<file path="src/rtl/serial_add_pkg.sv">
// Shared definitions for the bit-serial adder controller.
//   WIDTH_DEFAULT : default operand/sum width in bits (legal 2..32)
//   state_e       : controller state encoding (IDLE / RUN / DONE)
package serial_add_pkg;

  localparam int WIDTH_DEFAULT = 8;

  typedef enum logic [1:0] {
    ST_IDLE = 2'd0,
    ST_RUN  = 2'd1,
    ST_DONE = 2'd2
  } state_e;

endpackage

</file>
<file path="src/rtl/fa_structural.sv">
// One-bit full adder built from discrete gate-level terms. It is the single
// arithmetic cell that the serial controller time-shares across all bits.
// Ports:
//   a, b  : operand bits
//   cin   : carry in
//   sum   : a ^ b ^ cin
//   cout  : majority(a, b, cin)
module fa_structural (
  input  logic a,
  input  logic b,
  input  logic cin,
  output logic sum,
  output logic cout
);

  logic ab_xor;
  logic ab_and;
  logic c_and;

  assign ab_xor = a ^ b;
  assign ab_and = a & b;
  assign c_and  = ab_xor & cin;
  assign sum    = ab_xor ^ cin;
  assign cout   = ab_and | c_and;

endmodule

</file>
<file path="src/rtl/serial_add_ctrl.sv">
// Bit-serial adder controller. Adds two WIDTH-bit operands LSB first, one bit
// per clock, through a single shared full-adder cell.
//
// Handshakes (both sides): a transfer happens on the rising edge where
// valid && ready are both high. A producer holds valid (and its data) until
// that edge; ready may depend on state only, never on valid.
//
// Ports:
//   clk, rst_n    : clock, asynchronous active-low reset
//   start_valid   : request with operands is present
//   start_ready   : controller idle and able to accept a request
//   a_in, b_in    : operands (captured on accept)
//   cin_in        : carry into bit 0 (captured on accept)
//   sum_out       : registered sum, modulo 2^WIDTH
//   cout_out      : registered carry out of the MSB
//   done_valid    : sum_out/cout_out hold a finished result
//   done_ready    : consumer takes the result
//   busy          : an operation is in RUN or DONE
//   dbg_state     : current controller state, for observation only
//
// Timing: the accept edge is edge 0; bit i is processed on edge i+1, so
// done_valid is high after edge WIDTH.
module serial_add_ctrl
  import serial_add_pkg::*;
#(
  parameter int WIDTH = WIDTH_DEFAULT
) (
  input  logic             clk,
  input  logic             rst_n,
  input  logic             start_valid,
  output logic             start_ready,
  input  logic [WIDTH-1:0] a_in,
  input  logic [WIDTH-1:0] b_in,
  input  logic             cin_in,
  output logic [WIDTH-1:0] sum_out,
  output logic             cout_out,
  output logic             done_valid,
  input  logic             done_ready,
  output logic             busy,
  output logic [1:0]       dbg_state
);

  localparam int CNT_W = $clog2(WIDTH);
  localparam logic [CNT_W-1:0] CNT_LAST = CNT_W'(WIDTH - 1);
  localparam logic [CNT_W-1:0] CNT_ONE  = CNT_W'(1);

  state_e           state_q;
  logic [WIDTH-1:0] a_sh_q;
  logic [WIDTH-1:0] b_sh_q;
  logic             carry_q;
  logic [CNT_W-1:0] cnt_q;
  logic [WIDTH-1:0] sum_q;
  logic             cout_q;
  logic             done_valid_q;
  logic             busy_q;
  logic             start_ready_q;

  logic             fa_sum;
  logic             fa_cout;
  logic [WIDTH-1:0] sum_d;
  logic [WIDTH-1:0] a_sh_d;
  logic [WIDTH-1:0] b_sh_d;

  // The shared datapath: always looks at the current LSBs and running carry.
  fa_structural u_fa (
    .a    (a_sh_q[0]),
    .b    (b_sh_q[0]),
    .cin  (carry_q),
    .sum  (fa_sum),
    .cout (fa_cout)
  );

  // Sum bits enter at the MSB and walk right, so after WIDTH steps the bit
  // produced first (bit 0) has arrived at position 0.
  assign sum_d  = {fa_sum, sum_q[WIDTH-1:1]};
  assign a_sh_d = {1'b0, a_sh_q[WIDTH-1:1]};
  assign b_sh_d = {1'b0, b_sh_q[WIDTH-1:1]};

  always_ff @(posedge clk or negedge rst_n) begin
    if (!rst_n) begin
      state_q       <= ST_IDLE;
      a_sh_q        <= '0;
      b_sh_q        <= '0;
      carry_q       <= 1'b0;
      cnt_q         <= '0;
      sum_q         <= '0;
      cout_q        <= 1'b0;
      done_valid_q  <= 1'b0;
      busy_q        <= 1'b0;
      start_ready_q <= 1'b1;
    end else begin
      case (state_q)
        ST_IDLE: begin
          // start_ready is high throughout IDLE, so start_valid alone
          // completes the handshake here.
          if (start_valid) begin
            a_sh_q        <= a_in;
            b_sh_q        <= b_in;
            carry_q       <= cin_in;
            cnt_q         <= '0;
            sum_q         <= '0;
            cout_q        <= 1'b0;
            start_ready_q <= 1'b0;
            busy_q        <= 1'b1;
            state_q       <= ST_RUN;
          end
        end

        ST_RUN: begin
          sum_q   <= sum_d;
          carry_q <= fa_cout;
          a_sh_q  <= a_sh_d;
          b_sh_q  <= b_sh_d;
          cnt_q   <= cnt_q + CNT_ONE;
          if (cnt_q == CNT_LAST) begin
            cout_q       <= fa_cout;
            done_valid_q <= 1'b1;
            state_q      <= ST_DONE;
          end
        end

        ST_DONE: begin
          // Result registers are untouched here, so they stay stable while
          // the consumer stalls.
          if (done_ready) begin
            done_valid_q  <= 1'b0;
            busy_q        <= 1'b0;
            start_ready_q <= 1'b1;
            state_q       <= ST_IDLE;
          end
        end

        default: begin
          // Unreachable encoding: recover to a clean idle.
          done_valid_q  <= 1'b0;
          busy_q        <= 1'b0;
          start_ready_q <= 1'b1;
          state_q       <= ST_IDLE;
        end
      endcase
    end
  end

  assign start_ready = start_ready_q;
  assign sum_out     = sum_q;
  assign cout_out    = cout_q;
  assign done_valid  = done_valid_q;
  assign busy        = busy_q;
  assign dbg_state   = state_q;

endmodule

</file>
<file path="config.mk">
export PLATFORM = sky130hd
export DESIGN_NAME = serial_add_ctrl
export DESIGN_NICKNAME = d
export VERILOG_FILES = /design/src/rtl/serial_add_pkg.sv /design/src/rtl/fa_structural.sv /design/src/rtl/serial_add_ctrl.sv
export SDC_FILE = /design/constraint.sdc
export NUM_CORES = 1
export LEC_CHECK = 0
export BUFFER_PORTS_ARGS = -buffer_cell sky130_fd_sc_hd__buf_2
export CAP_MARGIN = 40
export CELL_PAD_IN_SITES_DETAIL_PLACEMENT = 1
export CELL_PAD_IN_SITES_GLOBAL_PLACEMENT = 2
export CORE_ASPECT_RATIO = 1.2
export CORE_MARGIN = 2
export CORE_UTILIZATION = 36
export DETAILED_ROUTE_END_ITERATION = 10
export GPL_TIMING_DRIVEN = 0
export PLACE_DENSITY = 0.9
export SLEW_MARGIN = 10
export SYNTH_ARGS = -nofsm -noshare
export SYNTH_HDL_FRONTEND = slang
export SYNTH_SLANG_ARGS = --single-unit
</file>
<file path="constraint.sdc">
create_clock -name clk -period 1.8 [get_ports clk]
set_input_delay 0.27 -clock clk [delete_from_list [all_inputs] [get_ports clk]]
set_output_delay 0.27 -clock clk [all_outputs]
set_load 0.01 [all_outputs]
</file>
### Word-level counts from Yosys, hierarchy flattened

Cells that the tools add are included.

* register bits: 34
* latch bits: 0
* memory bits (writable): 0
* bits in read-only memories: 0
* input port bits: 21
* output and inout bits: 14
* word-level logic and storage cells: 55
* memories kept: 0

* $add $sub $neg: 1
* multipliers: 0
* divide/modulo/power cells: 0
* magnitude comparators: 0
* equality and inequality tests: 6
* shift-type cells: 0
* mux-type cells: 24
* bitwise operators: 7
* reduce and logical (&&, ||, !) cells: 7

Operators by type and width (number)
* one-hot mux 8 bit (2 select lines): 3
* 2-to-1 mux 8 bit: 3
* AND reduction 3 bit: 4
* one-hot mux 1 bit (3 select lines): 3
* 2-to-1 mux 1 bit: 7
* 2-to-1 mux 2 bit: 3
* inequality test 2 bit, second input constant: 3
* one-hot mux 2 bit (3 select lines): 1
* one-hot mux 3 bit (2 select lines): 1
* one-hot mux 1 bit (2 select lines): 2
* adder 3 x 1 -> 3 bit, second input constant: 1
* == test 3 bit, second input constant: 1
* 2-to-1 mux 3 bit: 1
* AND 1 bit: 2
* == test 2 x 1 -> 1 bit, second input constant: 1
* == test 2 bit, second input constant: 1
* logical NOT 2 bit: 1
* NOT 1 bit: 2
* AND reduction 2 bit: 1
* nonzero test 2 bit: 1
* XOR 1 bit: 2
* OR 1 bit: 1

### Longest topological paths before layout

* word-level depth: 5
* mapped depth: 5
* gate-level depth less buffers: 4

### By module

A second synthesis with hierarchy kept.

* cell total of the unflattened synthesis: 135
* area, all modules: 1536.5 µm²

Modules (own cells, without submodules)
* serial_add_ctrl: times used 1, cells each 134, area an instance 1516.5 µm², seq. area each 852.1 µm²
* fa_structural: times used 1, cells each 1, area an instance 20.0 µm², seq. area each 0.0 µm²

### Worst setup path before layout

Ideal clock, no wire load.

* kind: flip-flop to flip-flop
* from: register state_q[1], in the netlist dbg_state[1]
* to: register b_sh_q[1]
* setup time: 0.123 ns
* data arrival time: 1.103 ns
* required time: 1.677 ns
* path slack: 0.574 ns
* stages on the path, launching flop included: 4
* path buffers: 1
* clock period less this slack: 1.226 ns
* cells stage by stage: dfrtp_1 -> buf_4 -> nand2b_1 -> o221a_2

* longest elaborated chain between the ends: 3
* elaborated cells on any way between the ends: 6
* classes of those cells: eq/ne (2); mux (1); reduce/logical (3)

RTL lines
* start: declaration: line serial_add_ctrl.sv:47 `state_e state_q;`
* start signal: assignment: line serial_add_ctrl.sv:81 `state_q <= ST_IDLE;`
* start signal: assignment: line serial_add_ctrl.sv:105 `state_q <= ST_RUN;`
* start signal: assignment: line serial_add_ctrl.sv:118 `state_q <= ST_DONE;`
* == test 2 x 1 -> 1 bit / logical NOT 2 bit (equally long branches): line serial_add_ctrl.sv:92 `case (state_q)`
* nonzero test 2 bit (no source line) / inequality test 2 bit (equally long branches)
* AND reduction 2 bit (no source line)
* end signal: assignment: line serial_add_ctrl.sv:98 `b_sh_q <= b_in;`
* end signal: assignment: line serial_add_ctrl.sv:113 `b_sh_q <= b_sh_d;`
* end: declaration: line serial_add_ctrl.sv:49 `logic [WIDTH-1:0] b_sh_q;`

Several ways; a longest one is shown, not always the timed one.
A chain may end at the register's enable or synchronous reset.

### Final worst setup path

* from: register state_q[1], in the netlist dbg_state[1]
* to: register b_sh_q[2]

The elaborated chain is that of the path after synthesis.

==> run metrics <==
RSZ-0062 raised after global routing=false; cells along the critical path=buf_4, nor2_1, nand3b_1, o221a_2; Worst path max stage delay=0.44 ns; Crit path arrival time=1.51 ns; Clock Sinks=34; Final Max Tran Viols=0; Synth Area in Simple Gates=0.162; vias in the first global route=1300; Detailed Route Iter0 Violations=52; pre-CTS WS=0.444 ns; clock slew at reported path FFs=about 0.07 ns; Seq/Total Area, Yosys=0.554; status=complete, no violations; Post-Route WL=~3500 um; Area Growth Syn to Fin=20.3%; die height=roughly 76 um; GPL Wtd Cong=~0.73; compound-cell area share of the yosys netlist=0.195; DP HPWL=2650 um; Port Buffers=33; # DRC=0; GRT overflow=0; clock group share of total power=0.166; Hold Path Class=in2async; Slew @ Worst Pin=0.776 ns; Async SR Flop Fraction=1.00; CTS max path bufs=2; crit path time final=roughly 1.3 ns; Max IR drop VDD=0.000656 V; critical path type=reg2reg; Switching Share=0.359; Pre-antenna DRT Iters=4; number of synthesized flops with an enable pin=0; CTS tree=done; slowest library cell on the worst path=dfrtp_1; largest net degree at the start of global routing=35; top post-synthesis cells by area=dfrtp_1 (54%), a22o_1 (6.3%), nor2_1 (5.4%); fraction of layout cells with a size suffix above 1=0.315; CTS resizes=0; combinational share of power=0.406; Post-CTS Setup Bufs=0; endpoints failing setup=0; Pleak=0.865 nW; CP Buf/Inv Count=1; first-pass GRT wire length=5980 um; Worst slew margin=0.483; via count=1233; Site Rows=26; post-DR vias/cell=about 5.3; P_sw=0.00112 W; Post-Syn Area per Cell=~11 um^2; Post-synth top cells=dfrtp_1 (33), nor2_1 (22), a22o_1 (11); CP delay by family, top=simple AND/OR/NAND/NOR gates; per-cell routed wire length=14.9 um; Cells after Synth=138; die area=between 4000 and 5000 um^2; Synth Area in Adders=0.0293; antenna diode count=0; Final Worst Setup Slack=0.459 ns; Starting Density=0.366; Worst Path Required=roughly 2.0 ns; Synthesized Nets=162; Num CTS Buffers=5; top-level I/O count=35; die width=63.7 um; initial antenna violation count=0; H-tree levels=2; Yosys top cell area share=0.537; clock skew=0.00561 ns; mux contribution to synthesized area=0; Core Footprint=4200 um^2; top-count cell post-synth=dfrtp_1; Tot GR Track Use=0.163; P_int=0.00200 W; #FFs+latches synth=34; Post-Syn Area=1540 um^2; fin crit share=0.745; fmax=around 750 MHz; Synth Flop Type=dfrtp_1; Ys Warns=0; Routed Antenna Nets=0; CP max FO=10; Max Cap Viol=0; setup_tns=0 ns; Final Hold Viols=0; crit path capture type=register; xor/xnor share of the synthesized area=0; PD cells=1690 nW/um^2; largest family of logic cells by synthesized area=compound AO/OA/AOI/OAI gates; Worst-Skew Late Latency=0.28 ns; biggest area consumer among synthesized cells=dfrtp_1; root buf cell=clkbuf_8; Reg power frac=0.428; Hold Buf Count CTS=0; crit start category=register; fin nets=202; library cells used by synthesis=25
[per-layer routing]
metal,track usage,vias up,part of all wire
li1,-,576,-
met2,0.296,28,0.51
met3,0.0384,5,0.044
met5,0,-,0
met1,0.190,624,0.43
met4,0.0604,0,0.015
[cell families (layout without fill, tap and decap cells)]
family | Yosys count | in the layout
AOI/OAI and AO/OA | 37 | 37
and+or+nand+nor | 51 | 51
buffers and inverters | 13 | 53
DFF | 34 | 34
adders and majority gates | 3 | 3
[path summary, 6_finish.rpt]
path | start | endpoint | slack [ns] | cells after the start
min in group clk | a_in[7] | a_sh_q[7]$_DFFE_PN0P_ | 0.20 | 2
hold reg to reg | sum_out[0]$_DFFE_PN0P_ | sum_out[0]$_DFFE_PN0P_ | 0.51 | 1
setup / recovery | dbg_state[1]$_DFFE_PN0P_ | b_sh_q[2]$_DFFE_PN0P_ | 0.46 | 4
hold / removal | rst_n | a_sh_q[2]$_DFFE_PN0P_ | 0.07 | 1
max in group asynchronous | rst_n | dbg_state[1]$_DFFE_PN0P_ | 1.24 | 1
setup reg to reg | dbg_state[1]$_DFFE_PN0P_ | b_sh_q[2]$_DFFE_PN0P_ | 0.46 | 4
[cells in the final DEF (no fill, tap or decap), types with 2 or more instances in the layout]
cell type,instances
nand3b_1,6
a21oi_1,3
nand2_1,7
ha_1,2
buf_4,5
o221a_2,5
clkbuf_8,5
clkbuf_1,3
buf_6,3
nor2b_1,2
nand2b_1,3
nor3_1,10
o21ai_0,5
dfrtp_1,33
inv_1,3
nor2_1,22
a22o_1,11
a211oi_1,9
buf_2,34
[flip-flops by register name, summed over array words and instances (netlist names)]
name and cells:
start_ready 1, done_valid 1, carry_q 1, cnt_q 3, sum_out 8, busy 1, b_sh_q 8, a_sh_q 8
cout_out 1, dbg_state 2
[power groups by stage]
| stage | Sequential, W | Clock [W] | Combinational, W |
|---|---|---|---|
| after global routing | 0.00139 | 0.000569 | 0.00142 |
| final | 0.00133 | 0.000518 | 0.00127 |
| after detailed placement | 0.00135 | 0 | 0.00130 |
| after floorplan | 0.00135 | 0 | 0.000865 |
| after CTS | 0.00134 | 0.000532 | 0.00130 |
| after global placement | 0.00132 | 0 | 0.00123 |
[metrics by stage]
| stage | std cells | area (um^2) | utilization | total power [W] | hold slack (ns) |
|---|---|---|---|---|---|
| 2_1_floorplan | 138 | 1540 | - | 0.00222 | -0.0256 |
| 3_3_place_gp | 227 | 1770 | 0.422 | 0.00255 | 0.368 |
| 3_5_place_dp | 227 | 1770 | 0.422 | 0.00265 | 0.392 |
| 4_1_cts | 234 | 1850 | 0.441 | 0.00317 | 0.0900 |
| 5_1_grt | 234 | 1850 | 0.441 | 0.00338 | 0.121 |
| 6_report | 234 | 1850 | 0.441 | 0.00312 | 0.0678 |
[layout make-up]
type	instances	area, um^2
flip-flops and latches	34	852
repair buffers	33	165
well taps	56	70.1
multi-input cells	91	594
inverters	3	11.3
plain buffers	10	80.1
clock buffers	7	76.3
fillers	467	2350
(Power assumes the default switching activity.)
